==> src/rtl/event_timer_core.sv <==
// Single-channel event timer: measures clocks between start and capture, holds the capture,
// and (when TIMER_ALARM_EN is defined) raises a one-shot alarm a programmed delay after start.
module event_timer_core #(
    parameter int TIMER_BITWIDTH = 32
) (
    input  logic                      clk,
    input  logic                      areset,
    input  logic                      sreset,
    input  logic                      start,
    input  logic                      capture,
    input  logic                      rst_capture,
    input  logic                      alarm_en,
    input  logic [TIMER_BITWIDTH-1:0] alarm_time,
    output logic [TIMER_BITWIDTH-1:0] capture_value,
    output logic                      capture_valid,
    output logic                      running,
    output logic                      overflow,
    output logic                      alarm,
    output logic                      alarm_armed
);

    localparam int W = TIMER_BITWIDTH;
    localparam logic [W-1:0] CNT_MAX = '1;

    // Handshake: start, capture, rst_capture and alarm_en are sampled on every rising edge
    // with no back-pressure; each asserted cycle is one request. Outputs are all registered.
    typedef enum logic {
        IDLE    = 1'b0,
        RUNNING = 1'b1
    } state_t;

    state_t         state;
    logic [W-1:0]   count;
    logic [W-1:0]   count_next;

    // Elapsed count as of the current edge; it saturates rather than wrapping.
    always_comb begin
        count_next = count;
        if (count != CNT_MAX) begin
            count_next = count + W'(1);
        end
    end

    assign running = (state == RUNNING);

    always_ff @(posedge clk or posedge areset) begin
        if (areset) begin
            state         <= IDLE;
            count         <= '0;
            capture_value <= '0;
            capture_valid <= 1'b0;
            overflow      <= 1'b0;
        end else if (sreset) begin
            state         <= IDLE;
            count         <= '0;
            capture_value <= '0;
            capture_valid <= 1'b0;
            overflow      <= 1'b0;
        end else begin
            capture_valid <= 1'b0;
            if (rst_capture) begin
                state         <= IDLE;
                count         <= '0;
                capture_value <= '0;
                overflow      <= 1'b0;
            end else if (start) begin
                // A capture on the restart edge still reports the run being abandoned.
                if (state == RUNNING && capture) begin
                    capture_value <= count_next;
                    capture_valid <= 1'b1;
                end
                state    <= RUNNING;
                count    <= '0;
                overflow <= 1'b0;
            end else if (state == RUNNING) begin
                count <= count_next;
                if (count_next == CNT_MAX) begin
                    overflow <= 1'b1;
                end
                if (capture) begin
                    capture_value <= count_next;
                    capture_valid <= 1'b1;
                end
            end
        end
    end

`ifdef TIMER_ALARM_EN
    logic [W-1:0] alarm_reg;
    logic         alarm_hit;

    // Fires on the edge where elapsed equals the loaded delay; restarts re-base the match.
    assign alarm_hit = alarm_armed && (state == RUNNING) && !rst_capture && !start
                       && (count_next == alarm_reg);

    always_ff @(posedge clk or posedge areset) begin
        if (areset) begin
            alarm_reg   <= '0;
            alarm_armed <= 1'b0;
            alarm       <= 1'b0;
        end else if (sreset) begin
            alarm_reg   <= '0;
            alarm_armed <= 1'b0;
            alarm       <= 1'b0;
        end else begin
            alarm <= 1'b0;
            if (alarm_en && (alarm_time != '0)) begin
                alarm_reg   <= alarm_time;
                alarm_armed <= 1'b1;
            end else if (alarm_hit) begin
                alarm       <= 1'b1;
                alarm_armed <= 1'b0;
            end
        end
    end
`else
    logic unused_alarm_inputs;
    assign unused_alarm_inputs = ^{alarm_en, alarm_time};
    assign alarm       = 1'b0;
    assign alarm_armed = 1'b0;
`endif

endmodule

==> config.mk <==
export PLATFORM = sky130hd
export DESIGN_NAME = event_timer_core
export DESIGN_NICKNAME = d
export VERILOG_FILES = /design/src/rtl/event_timer_core.sv
export SDC_FILE = /design/constraint.sdc
export NUM_CORES = 1
export LEC_CHECK = 0
export ABC_AREA = 1
export CAP_MARGIN = 20
export CELL_PAD_IN_SITES_DETAIL_PLACEMENT = 1
export CELL_PAD_IN_SITES_GLOBAL_PLACEMENT = 1
export CORE_ASPECT_RATIO = 0.6
export CORE_MARGIN = 2
export CORE_UTILIZATION = 33
export CTS_CLUSTER_DIAMETER = 120
export DETAILED_ROUTE_END_ITERATION = 10
export GPL_TIMING_DRIVEN = 0
export PLACE_DENSITY = 0.87
export SYNTH_ARGS = -nofsm -noshare
export SYNTH_HDL_FRONTEND = slang
export SYNTH_SLANG_ARGS = --single-unit
==> constraint.sdc <==
create_clock -name clk -period 2.05 [get_ports clk]
set_input_delay 0.41 -clock clk [delete_from_list [all_inputs] [get_ports clk]]
set_output_delay 0.41 -clock clk [all_outputs]
set_load 0.02 [all_outputs]
==> impl_metrics.ini <==
[power]
pwr-share-clk_pct = 49.2
worst_ir_drop_vdd_mv = 0.383
power.internal_w = 0.00218
seq_power_share_pct = 46.7
power.switching_w = 0.000668
static-leakage-power_nw = 1.98
power.density_nw_per_um2 = 591
pwr-share-comb_pct = 4.1
sw_frac_of_total_pct = 23.4

[clocking]
cts_buffers = 9
clockBufferDepth = 2
numClockSinks = 67
clkLatencyLatePin_ns = 0.34
cts_tree = done
htree_num_levels = 3
root_buffer_cell = sky130_fd_sc_hd__clkbuf_16
worst_setup_hold_path_clk_slew_ns = 0.05

[grt]
grt_max_degree = 38
grt_pass1_wl_um = 21700
grt_busiest_layer = met2
grt_use_met2_pct = 35.2
grt_pass1_vias = 3966
grtUsageMet3_pct = 7.09
track_usage_pct = 23.7
overflow = 0
met1_usage_pct = 33.9
grt_antenna_before_repair = 0

[sta]
worst_clock_skew_ns = 0.00722
timing.final.crit_period_ns = 2.26
post-route-worst-setup-slack_ns = -0.207
period_share_pct = 110
setup_viol = 1
timing_max_transition_violations_final = 0
max_clock_freq_ghz = 0.443
hold_violation_count_in_the_final_report = 0
max_slew.worst_pin.slew_ns = 0.728
grt_setup_unrepaired = yes
timing.slew.headroom_pct = 51.4

[drt]
post_drt_wl_per_cell_um = 18.7
via_per_inst = 5.25
drc_violation_count_after_routing = 0
detailedRoute.firstIterationViolations = 262
antenna_left = 0
detailed_routing_iterations_pass_1 = 6
dr_total_vias = 3882
wl_um = 13800

[floorplan]
chipHeight_um = 86.9
dieWidth_um = 142
core-area_um2 = 11200
placement_rows = 30
floorplan.die_area_um2 = 12300
floorplan.initialDensity_pct = 33.7
ios = 76

[final_layout]
fillers = 1406
drive_above_1_share_pct = 10.8
finish.cell_count_without_fillers = 739
num_antenna_cells = 0
final_instance_area_um2 = 4820
layout-area-overhead-vs-synth_pct = 27.6
fin_util_pct = 43.0
num-nets-final = 633

[yosys]
yosysTopAreaCellShare_pct = 44.4
synthesis.instances = 532
synth_seq_area_share_pct = 44.4
avgSynthCellArea_um2 = 7.10
yosys-top-cells-area = sky130_fd_sc_hd__dfrtp_1 (44%), sky130_fd_sc_hd__nand2_1 (15%), sky130_fd_sc_hd__nand3_1 (8.2%)
synth.yosys.warnings = 0
synth_cell_type_count = 27
synth-seq-cells = 67
syn-cell-area_um2 = 3780
yosys.area.top_type = sky130_fd_sc_hd__dfrtp_1

[placement]
post-dp-hpwl_um = 10700
detailedPlace.worstSlack_ns = -0.754
port_buffers = 40
place_congestion = 0.981
placement.cell_area_um2 = 4390
post-place-cells = 718

[worst_hold_path]
min-delay-start = capture_value[5]$_DFFE_PP0P_
hold-path-cell-count = 2
worstHoldPathType = reg -> reg
timing.hold.worst_endpoint = capture_value[5]$_DFFE_PP0P_

[worst_setup_path]
crit_type = reg -> reg
r2r_slack_ns = -0.21
ff2ff_path_depth = 14
start_kind = flop
cp_max_fo = 5
crit-reg2reg-capture = overflow$_DFFE_PP0P_
reg2reg_from = count[1]$_DFFE_PP0P_
timing.critical_path.required_ns = 2.32
timing.critical_path.to_type = flop
arrival_ns = 2.52

[status]
run_status = finished with violations
failed_checks = setup timing

[job]
max_cap_violations = 0
metal layers:
| metal | wire length [um] | vias to the layer above |
|---|---|---|
| li1 | - | 1815 |
| met3 | 1040 | 17 |
| met1 | 6790 | 1932 |
| met5 | 0 | - |
| met2 | 5860 | 118 |
| met4 | 155 | 0 |
critical path: stages (launching register included):
cell and delay (ns):
sky130_fd_sc_hd__dfrtp_2 0.46, sky130_fd_sc_hd__ha_4 0.17, sky130_fd_sc_hd__nand2_2 0.07, sky130_fd_sc_hd__nor2_4 0.18, sky130_fd_sc_hd__nand2_4 0.10, sky130_fd_sc_hd__nor2_8 0.16
sky130_fd_sc_hd__buf_12 0.13, sky130_fd_sc_hd__nand3_1 0.13, sky130_fd_sc_hd__nand3_2 0.11, sky130_fd_sc_hd__nand3_1 0.07, sky130_fd_sc_hd__nor2_1 0.13, sky130_fd_sc_hd__nand2_1 0.10
sky130_fd_sc_hd__nor2_2 0.17, sky130_fd_sc_hd__nand2_1 0.09, sky130_fd_sc_hd__a21oi_2 0.12
area by class of cell:
class / count / area, um^2 / share of cell area (%)
sequential: 67 / 1680 / 34.8
multi-input combinational: 380 / 1840 / 38.2
tap: 144 / 180 / 3.74
timing repair buffer: 49 / 493 / 10.2
clock buffer: 10 / 239 / 4.96
clock inverter: 3 / 17.5 / 0.363
buffer: 20 / 118 / 2.44
inverter: 66 / 251 / 5.22
power by group through the flow:
stage | Combinational (W) | Clock (W) | Sequential, W
floorplan | 0.0000608 | 0 | 0.00135
global placement | 0.000106 | 0 | 0.00135
detailed placement | 0.000114 | 0 | 0.00135
CTS | 0.000116 | 0.00143 | 0.00133
global route | 0.000127 | 0.00149 | 0.00133
finish | 0.000117 | 0.00140 | 0.00133
Yosys cell counts (all sizes together):
master and number:
nand2 158, nor2 68, dfrtp 67, inv 65, nand3 62, o21ai 48, o22ai 24, clkbuf 15
xor2 10, buf 5, a21oi 3, and2 2, clkinv 1, conb 1, ha 1, nand4 1
xnor2 1
sequential cells by signal (all words and copies together), names as in the netlist:
name / cells
capture_valid: 1
running: 1
count: 32
capture_value: 32
overflow: 1
through the flow:
step	total power [W]	TNS [ns]	hold slack, ns
finish	0.00285	-0.207	0.513
global route	0.00295	-0.269	0.553
CTS	0.00288	-0.135	0.514
detailed placement	0.00147	-22.96	0.502
global placement	0.00146	-20.47	0.492
floorplan	0.00142	0	0.539
what timing repair did:
| item | CTS | global route |
|---|---|---|
| resized for setup | 27 | 9 |
| hold buffers | 0 | 0 |
| setup endpoints to repair | 66 | 32 |
| setup buffers | 7 | 1 |
| pin swaps | 8 | 2 |
worst max-delay path by stage:
stage	from	end	slack, ns	depth (start not counted)
final	count[1]$_DFFE_PP0P_	overflow$_DFFE_PP0P_	-0.21	14
after floorplan	count[0]$_DFFE_PP0P_	overflow$_DFFE_PP0P_	0.10	14
after global placement	count[0]$_DFFE_PP0P_	overflow$_DFFE_PP0P_	-0.68	14
after detailed placement	count[0]$_DFFE_PP0P_	overflow$_DFFE_PP0P_	-0.75	14
after global routing	count[1]$_DFFE_PP0P_	overflow$_DFFE_PP0P_	-0.27	16
after CTS	count[1]$_DFFE_PP0P_	overflow$_DFFE_PP0P_	-0.13	14
layout by cell type (no fill, tap or decap), drive strengths merged:
master,n
a21oi,3
and2,2
buf,14
clkbuf,25
clkdlybuf4s50,40
clkinv,3
clkinvlp,2
conb,2
dfrtp,67
ha,1
inv,64
nand2,158
nand3,62
nand4,1
nor2,68
o21ai,48
o22ai,24
xnor2,1
xor2,10
logic make-up (layout without fill, tap and decap cells):
logic type | after synthesis | in the layout | synth area share [%]
AND/OR/NAND/NOR | 291 | 291 | 32.5
buffers and inverters | 86 | 148 | 9.17
adder cells (fa/ha/maj) | 1 | 1 | 0.331
AO/OA/AOI/OAI | 75 | 75 | 10.9
other | 1 | 2 | 0.0993
XOR/XNOR | 11 | 11 | 2.55
flip-flops | 67 | 67 | 44.4
No activity file was read; power rests on OpenSTA's default activity.
